**src/rtl/cp0_exc_unit.sv**
```systemverilog
// Coprocessor-0 exception responder: SR/Cause/EPC/PRId, same-cycle Req, eret support.
// Optional Count/Compare timer interrupt enabled by defining CP0_COUNT_EN.
module cp0_exc_unit #(
  parameter logic [31:0] PRID_VALUE = 32'h0000_0007
) (
  input  logic        clk,
  input  logic        reset_n,
  input  logic [4:0]  A1,
  input  logic [4:0]  A2,
  input  logic [31:0] CP0In,
  input  logic        en,
  input  logic [31:0] VPC,
  input  logic        BDIn,
  input  logic [4:0]  ExcCodeIn,
  input  logic [5:0]  HWInt,
  input  logic        EXLClr,
  output logic [31:0] CP0Out,
  output logic [31:0] EPCOut,
  output logic        Req
);

  logic [5:0]  r_sr_im;
  logic        r_sr_exl;
  logic        r_sr_ie;
  logic        r_cause_bd;
  logic [5:0]  r_cause_ip;
  logic [4:0]  r_cause_exc;
  logic [31:0] r_epc;

  logic [5:0]  w_hwint;
  logic        w_ti;
  logic        w_int_req;
  logic        w_exc_req;
  logic        w_wr;
  logic [31:0] w_victim;

  // A taken exception discards any mtc0 in the same cycle.
  assign w_wr = en & ~Req;

`ifdef CP0_COUNT_EN
  logic [31:0] r_count;
  logic [31:0] r_compare;
  logic        r_ti;

  always_ff @(posedge clk or negedge reset_n) begin
    if (!reset_n) begin
      r_count   <= 32'd0;
      r_compare <= 32'd0;
      r_ti      <= 1'b0;
    end else begin
      if (w_wr && A2 == 5'd9) r_count <= CP0In;
      else                    r_count <= r_count + 32'd1;
      if (w_wr && A2 == 5'd11) begin
        r_compare <= CP0In;
        r_ti      <= 1'b0;
      end else if (r_count == r_compare) begin
        r_ti <= 1'b1;
      end
    end
  end

  assign w_ti = r_ti;
`else
  assign w_ti = 1'b0;
`endif

  // Timer interrupt shares hardware line 5.
  assign w_hwint   = HWInt | {w_ti, 5'b0};
  assign w_int_req = (|(w_hwint & r_sr_im)) & r_sr_ie & ~r_sr_exl;
  assign w_exc_req = (ExcCodeIn != 5'd0) & ~r_sr_exl;
  assign Req       = w_int_req | w_exc_req;
  assign w_victim  = BDIn ? (VPC - 32'd4) : VPC;

  always_ff @(posedge clk or negedge reset_n) begin
    if (!reset_n) begin
      r_sr_im     <= 6'd0;
      r_sr_exl    <= 1'b0;
      r_sr_ie     <= 1'b0;
      r_cause_bd  <= 1'b0;
      r_cause_ip  <= 6'd0;
      r_cause_exc <= 5'd0;
      r_epc       <= 32'd0;
    end else begin
      r_cause_ip <= w_hwint;
      if (Req) begin
        r_sr_exl    <= 1'b1;
        r_cause_exc <= w_int_req ? 5'd0 : ExcCodeIn;
        r_cause_bd  <= BDIn;
        r_epc       <= {w_victim[31:2], 2'b00};
      end else begin
        if (w_wr && A2 == 5'd12) begin
          r_sr_im  <= CP0In[15:10];
          r_sr_exl <= CP0In[1];
          r_sr_ie  <= CP0In[0];
        end
        // eret overrides an mtc0 SR write for the EXL bit only.
        if (EXLClr) r_sr_exl <= 1'b0;
        if (w_wr && A2 == 5'd14) r_epc <= {CP0In[31:2], 2'b00};
      end
    end
  end

  always_comb begin
    CP0Out = 32'd0;
    case (A1)
      5'd12: CP0Out = {16'd0, r_sr_im, 8'd0, r_sr_exl, r_sr_ie};
      5'd13: CP0Out = {r_cause_bd, w_ti, 14'd0, r_cause_ip, 3'd0, r_cause_exc, 2'd0};
      5'd14: CP0Out = r_epc;
      5'd15: CP0Out = PRID_VALUE;
`ifdef CP0_COUNT_EN
      5'd9:  CP0Out = r_count;
      5'd11: CP0Out = r_compare;
`endif
      default: CP0Out = 32'd0;
    endcase
  end

  assign EPCOut = r_epc;

endmodule

```
**config.mk**
```make
export PLATFORM = sky130hd
export DESIGN_NAME = cp0_exc_unit
export DESIGN_NICKNAME = d
export VERILOG_FILES = /design/src/rtl/cp0_exc_unit.sv
export SDC_FILE = /design/constraint.sdc
export NUM_CORES = 1
export LEC_CHECK = 0
export ABC_AREA = 1
export ABC_CLOCK_PERIOD_IN_PS = 1700
export CORE_UTILIZATION = 35
export CTS_CLUSTER_DIAMETER = 120
export DETAILED_ROUTE_END_ITERATION = 16
export PLACE_DENSITY = 0.67
export SYNTH_ARGS = -nofsm -noshare
export SYNTH_HDL_FRONTEND = slang
export SYNTH_SLANG_ARGS = --single-unit
export TNS_END_PERCENT = 20
```
**constraint.sdc**
```tcl
create_clock -name clk -period 1.7 [get_ports clk]
set_input_delay 0.34 -clock clk [delete_from_list [all_inputs] [get_ports clk]]
set_output_delay 0.34 -clock clk [all_outputs]
set_load 0.05 [all_outputs]
```
[Word level (Yosys, flattened, before mapping)]
Cells that the tools add are included.
Storage, ports and cells
  bits in registers: 52
  input bits: 90
  output and inout port bits: 65
  logic and storage cells: 37
Operators by class
  add/subtract/negate cells: 1
  eq/ne operators: 6
  mux-type cells: 8
  bitwise logic cells: 8
  reductions and logical operators: 7
Operators by type and width (count)
  32-bit one-hot mux with 4 select lines: 1
  32-bit two-way mux: 3
  32-bit by 3-bit subtractor with 32-bit output, second input constant: 1
  5-bit by 4-bit == test with 1-bit output, second input constant: 6
  6-bit bitwise AND: 1
  6-bit OR reduction: 1
  5-bit two-way mux: 1
  5-bit nonzero test: 1
  1-bit bitwise AND: 4
  1-bit two-way mux: 3
  3-bit nonzero test: 1
  1-bit logical AND: 2
  1-bit inverter: 2
  2-bit AND reduction: 1
  2-bit nonzero test: 1
  1-bit bitwise OR: 1

[Depth between registers and ports, before layout]
  depth in word-level cells: 11
  gate-level depth with buffers: 11

[Worst setup path before layout]
OpenSTA, ideal clock, no wires.
  path kind: input -> output
  start point: in A1[3]
  end point: out CP0Out[0]
  data arrival time: 1758 ps
  required time: 1360 ps
  path slack: -398 ps
  stages on the path: 4
  buffers on the path: 0
  cells stage by stage: nand2_1 nor2_1 nand2_1 o21ai_0
On the way
  word-level cells in the longest chain between the ends: 2
  elaborated cells between the ends (all ways): 5
  classes of those cells: 4 x eq/ne; 1 x mux
RTL lines
  from (decl): line 8  | input logic [4:0] A1,
  5-bit by 4-bit == test with 1-bit output: line 105  | case (A1)
  32-bit one-hot mux with 4 select lines (*): line 105
  to (decl): line 17  | output logic [31:0] CP0Out,
Every way passes the cells marked *; elsewhere a longest branch is shown, timed or not.

[Worst setup path after layout]
  start point: reg r_sr_im[5]
  end point: out Req
On the way
  word-level cells in the longest chain between the ends: 5
RTL lines
  from (decl): line 22  | logic [5:0] r_sr_im;
  from (signal assigned): line 92  | r_sr_im <= CP0In[15:10];
  6-bit bitwise AND: line 69  | assign w_int_req = (|(w_hwint & r_sr_im)) & r_sr_ie & ~r_sr_exl;
  6-bit OR reduction: line 69
  1-bit bitwise AND (2 in series): line 69
  1-bit bitwise OR: line 71  | assign Req = w_int_req | w_exc_req;
  to (decl): line 19  | output logic Req
Every way passes these cells.

==> reports/metrics.cfg <==
[drt]
drcViolationCount=0
vias=4592
finalWirelength_um=13500
drtAntennaViolNets=0
viasPerCell=4.77
initialDrtViolationCount=215
dr.pass1.iters=5
detail_route.wl_per_cell_um=14.1

[critical_path]
crit_arrival_ns=1.42
crit_fanout=2
worstSetupStartpointType=register
crit_type=register to output port
end_kind=output port
worstPathRequired_ns=1.36

[power]
p_int_w=0.00426
p_sw_frac=0.501
cellPowerDensity_mw_per_mm2=1260
comb_power_share=0.657
clock_power_share=0.097
p_switching_w=0.00429
leakage_nw=3.39
ir_drop_v=0.000708
p_total_w=0.00855
power_frac_seq=0.246

[floorplan]
num_rows=37
initial_core_util=0.358
die_h_um=105
io_pins=155
core_area_mm2=0.0103
die-area_mm2=0.0109
die_x_um=105

[global_route]
grt_max_degree=33
antenna_found_initial=0
grt_usage=0.248
met3_usage=0.0301
use_met1=0.335
grt_pass1_wl_um=21700
grt-busiest-layer=met2
grt-ovfl-total=0
use_met2=0.416
first_global_vias=4506

[logic_synthesis]
post_synth_and_or_nand_nor_area_fraction=0.404
syn_inst=576
yosys_warnings=0
synth_fa_ha_area_frac=0.00340
syn-mean-instance-area_um2=6.38
synth_top_family_by_area=simple AND/OR/NAND/NOR gates
ys_async_sr_fraction=1.00
synth_xor_area_frac=0.0214
synth-seq-cells=50
seq_area_frac_synth=0.340
synth-edff-count=0
syn_area_mm2=0.00368
synth_mux_area_frac=0
synth_compound_area_frac=0.109
ys_types=39
synthFlopType=dfrtp_1

[clocking]
cts_root_buf=clkbuf_8
insertion_delay_ns=0.30
clkTransAtPathRegs_ns=0.09
htreeDepth=2
clk_path_buf_depth=2
cts_tree=yes
clock-sinks=50
cts_inserted_buffers=5

[cells_and_area]
drive_gt1_frac=0.317
seqCellArea_mm2=0.00125
multiInputGateArea_mm2=0.00227
n_antenna_cell=0
final_core_util=0.660
layout-area-overhead-vs-synth_pct=84.5
num-nets-final=916
final_common_cell=nand2_1
nFillCells=912
layout_common_cells=nand2_1, buf_4, inv_1, clkdlybuf4s50_1, nor2_1

[timing]
finalHoldViolCount=0
post-route-period-util=1.04
clock_skew_ns=0.00419
setup_violations=4
maxSlewViolCount=0
tns_ns=-0.0815
rsz0062_at_grt=yes
fmax_mhz=568
min_period_ns=1.76
worst_hold_slack_ns=0.289
layout_setup_ws_ns=-0.0610

[place]
dp_hpwl_um=10800
numPortBuffers=150
routabilityCongestion=0.894
dp_slack_ns=-0.445

[outcome]
outcome=finished, violations left
violations=negative setup slack

[run]
maxCapViolCount=0

[min_path]
hold_path.class=input port to register

-- final cells by class --
cell class,count,area share
timing repair buffer,256,0.387
multi-input combinational,420,0.334
sequential,50,0.184
inverter,92,0.0531
tap,136,0.0251
clock buffer,7,0.0113
clock inverter,1,0.00443
-- what timing repair did --
action | CTS | global route
gates resized for setup | 85 | 47
hold buffers | 1 | 0
pin swaps | 19 | 12
endpoints found under the setup margin | 42 | 63
setup buffers | 7 | 6
gates cloned | 1 | 2
endpoints found under the hold margin | 18 | 0
-- synthesized netlist by cell type (2+ instances only) --
cell,count,area (µm²)
nand2_1,191,717
inv_1,89,334
nor2_1,81,304
dfrtp_1,50,1250
o21ai_0,40,200
nand3_1,26,130
nand4_1,9,56.3
nor2_2,9,56.3
o21ai_1,9,45.0
buf_4,7,52.6
o211ai_1,6,45.0
buf_2,5,25.0
o21ai_2,5,43.8
xnor2_1,5,43.8
nand2_2,4,25.0
nor3_1,4,20.0
xor2_1,4,35.0
clkbuf_1,3,11.3
inv_2,3,11.3
o221ai_1,3,26.3
nand3_4,2,35.0
nor2_4,2,22.5
nor2_8,2,40.0
o22ai_1,2,12.5
-- per-layer routing --
metal,part of all wire,vias to the layer above
met5,0,-
met4,0.017,0
met3,0.054,18
met2,0.48,153
met1,0.45,2137
li1,-,2284
-- per-stage QoR --
stage               cell area (µm²)  std cells
floorplan                      3680        577
global placement               6220        937
detailed placement             6220        937
CTS                            6610        954
global route                   6780        962
finish                         6780        962
-- critical path: stages (launching register included) --
cell     delay [ns]
dfrtp_1        0.40
nand2_1        0.06
nand2_1        0.06
nor2_2         0.12
nand2_2        0.08
nand3_4        0.09
nand2_8        0.05
buf_6          0.12
buf_12         0.14
-- flip-flops by register name, indices dropped and copies added, names as in the netlist --
register,count
EPCOut,30
r_cause_bd,1
r_cause_exc,5
r_cause_ip,6
r_sr_exl,1
r_sr_ie,1
r_sr_im,6
-- worst paths after layout --
path	startpoint	endpoint	slack, ns	cells past startpoint
max	r_sr_im[5]	Req	-0.06	8
min	HWInt[5]	r_cause_ip[5]	0.29	1
max reg2reg	r_sr_im[5]	EPCOut[31]	-0.01	12
min reg2reg	EPCOut[29]	EPCOut[29]	0.52	2
max in group asynchronous	reset_n	r_cause_exc[3]	0.64	3
min in group asynchronous	reset_n	r_sr_im[4]	0.53	2
-- power groups by stage --
stage / clock network, W / registers (W) / logic (W)
floorplan: 0 / 0.00331 / 0.00190
CTS: 0.000840 / 0.00210 / 0.00530
finish: 0.000828 / 0.00210 / 0.00562
global placement: 0 / 0.00211 / 0.00501
detailed placement: 0 / 0.00212 / 0.00506
global route: 0.000879 / 0.00217 / 0.00606
-- logic make-up after synthesis --
| family | after synthesis |
|---|---|
| AOI/OAI and AO/OA | 69 |
| xor gates and xnor gates | 9 |
| adders and majority gates | 1 |
| buffers and inverters | 108 |
| DFF | 50 |
| other | 1 |
| and+or+nand+nor | 338 |
Power figures use the tool's default switching activity.
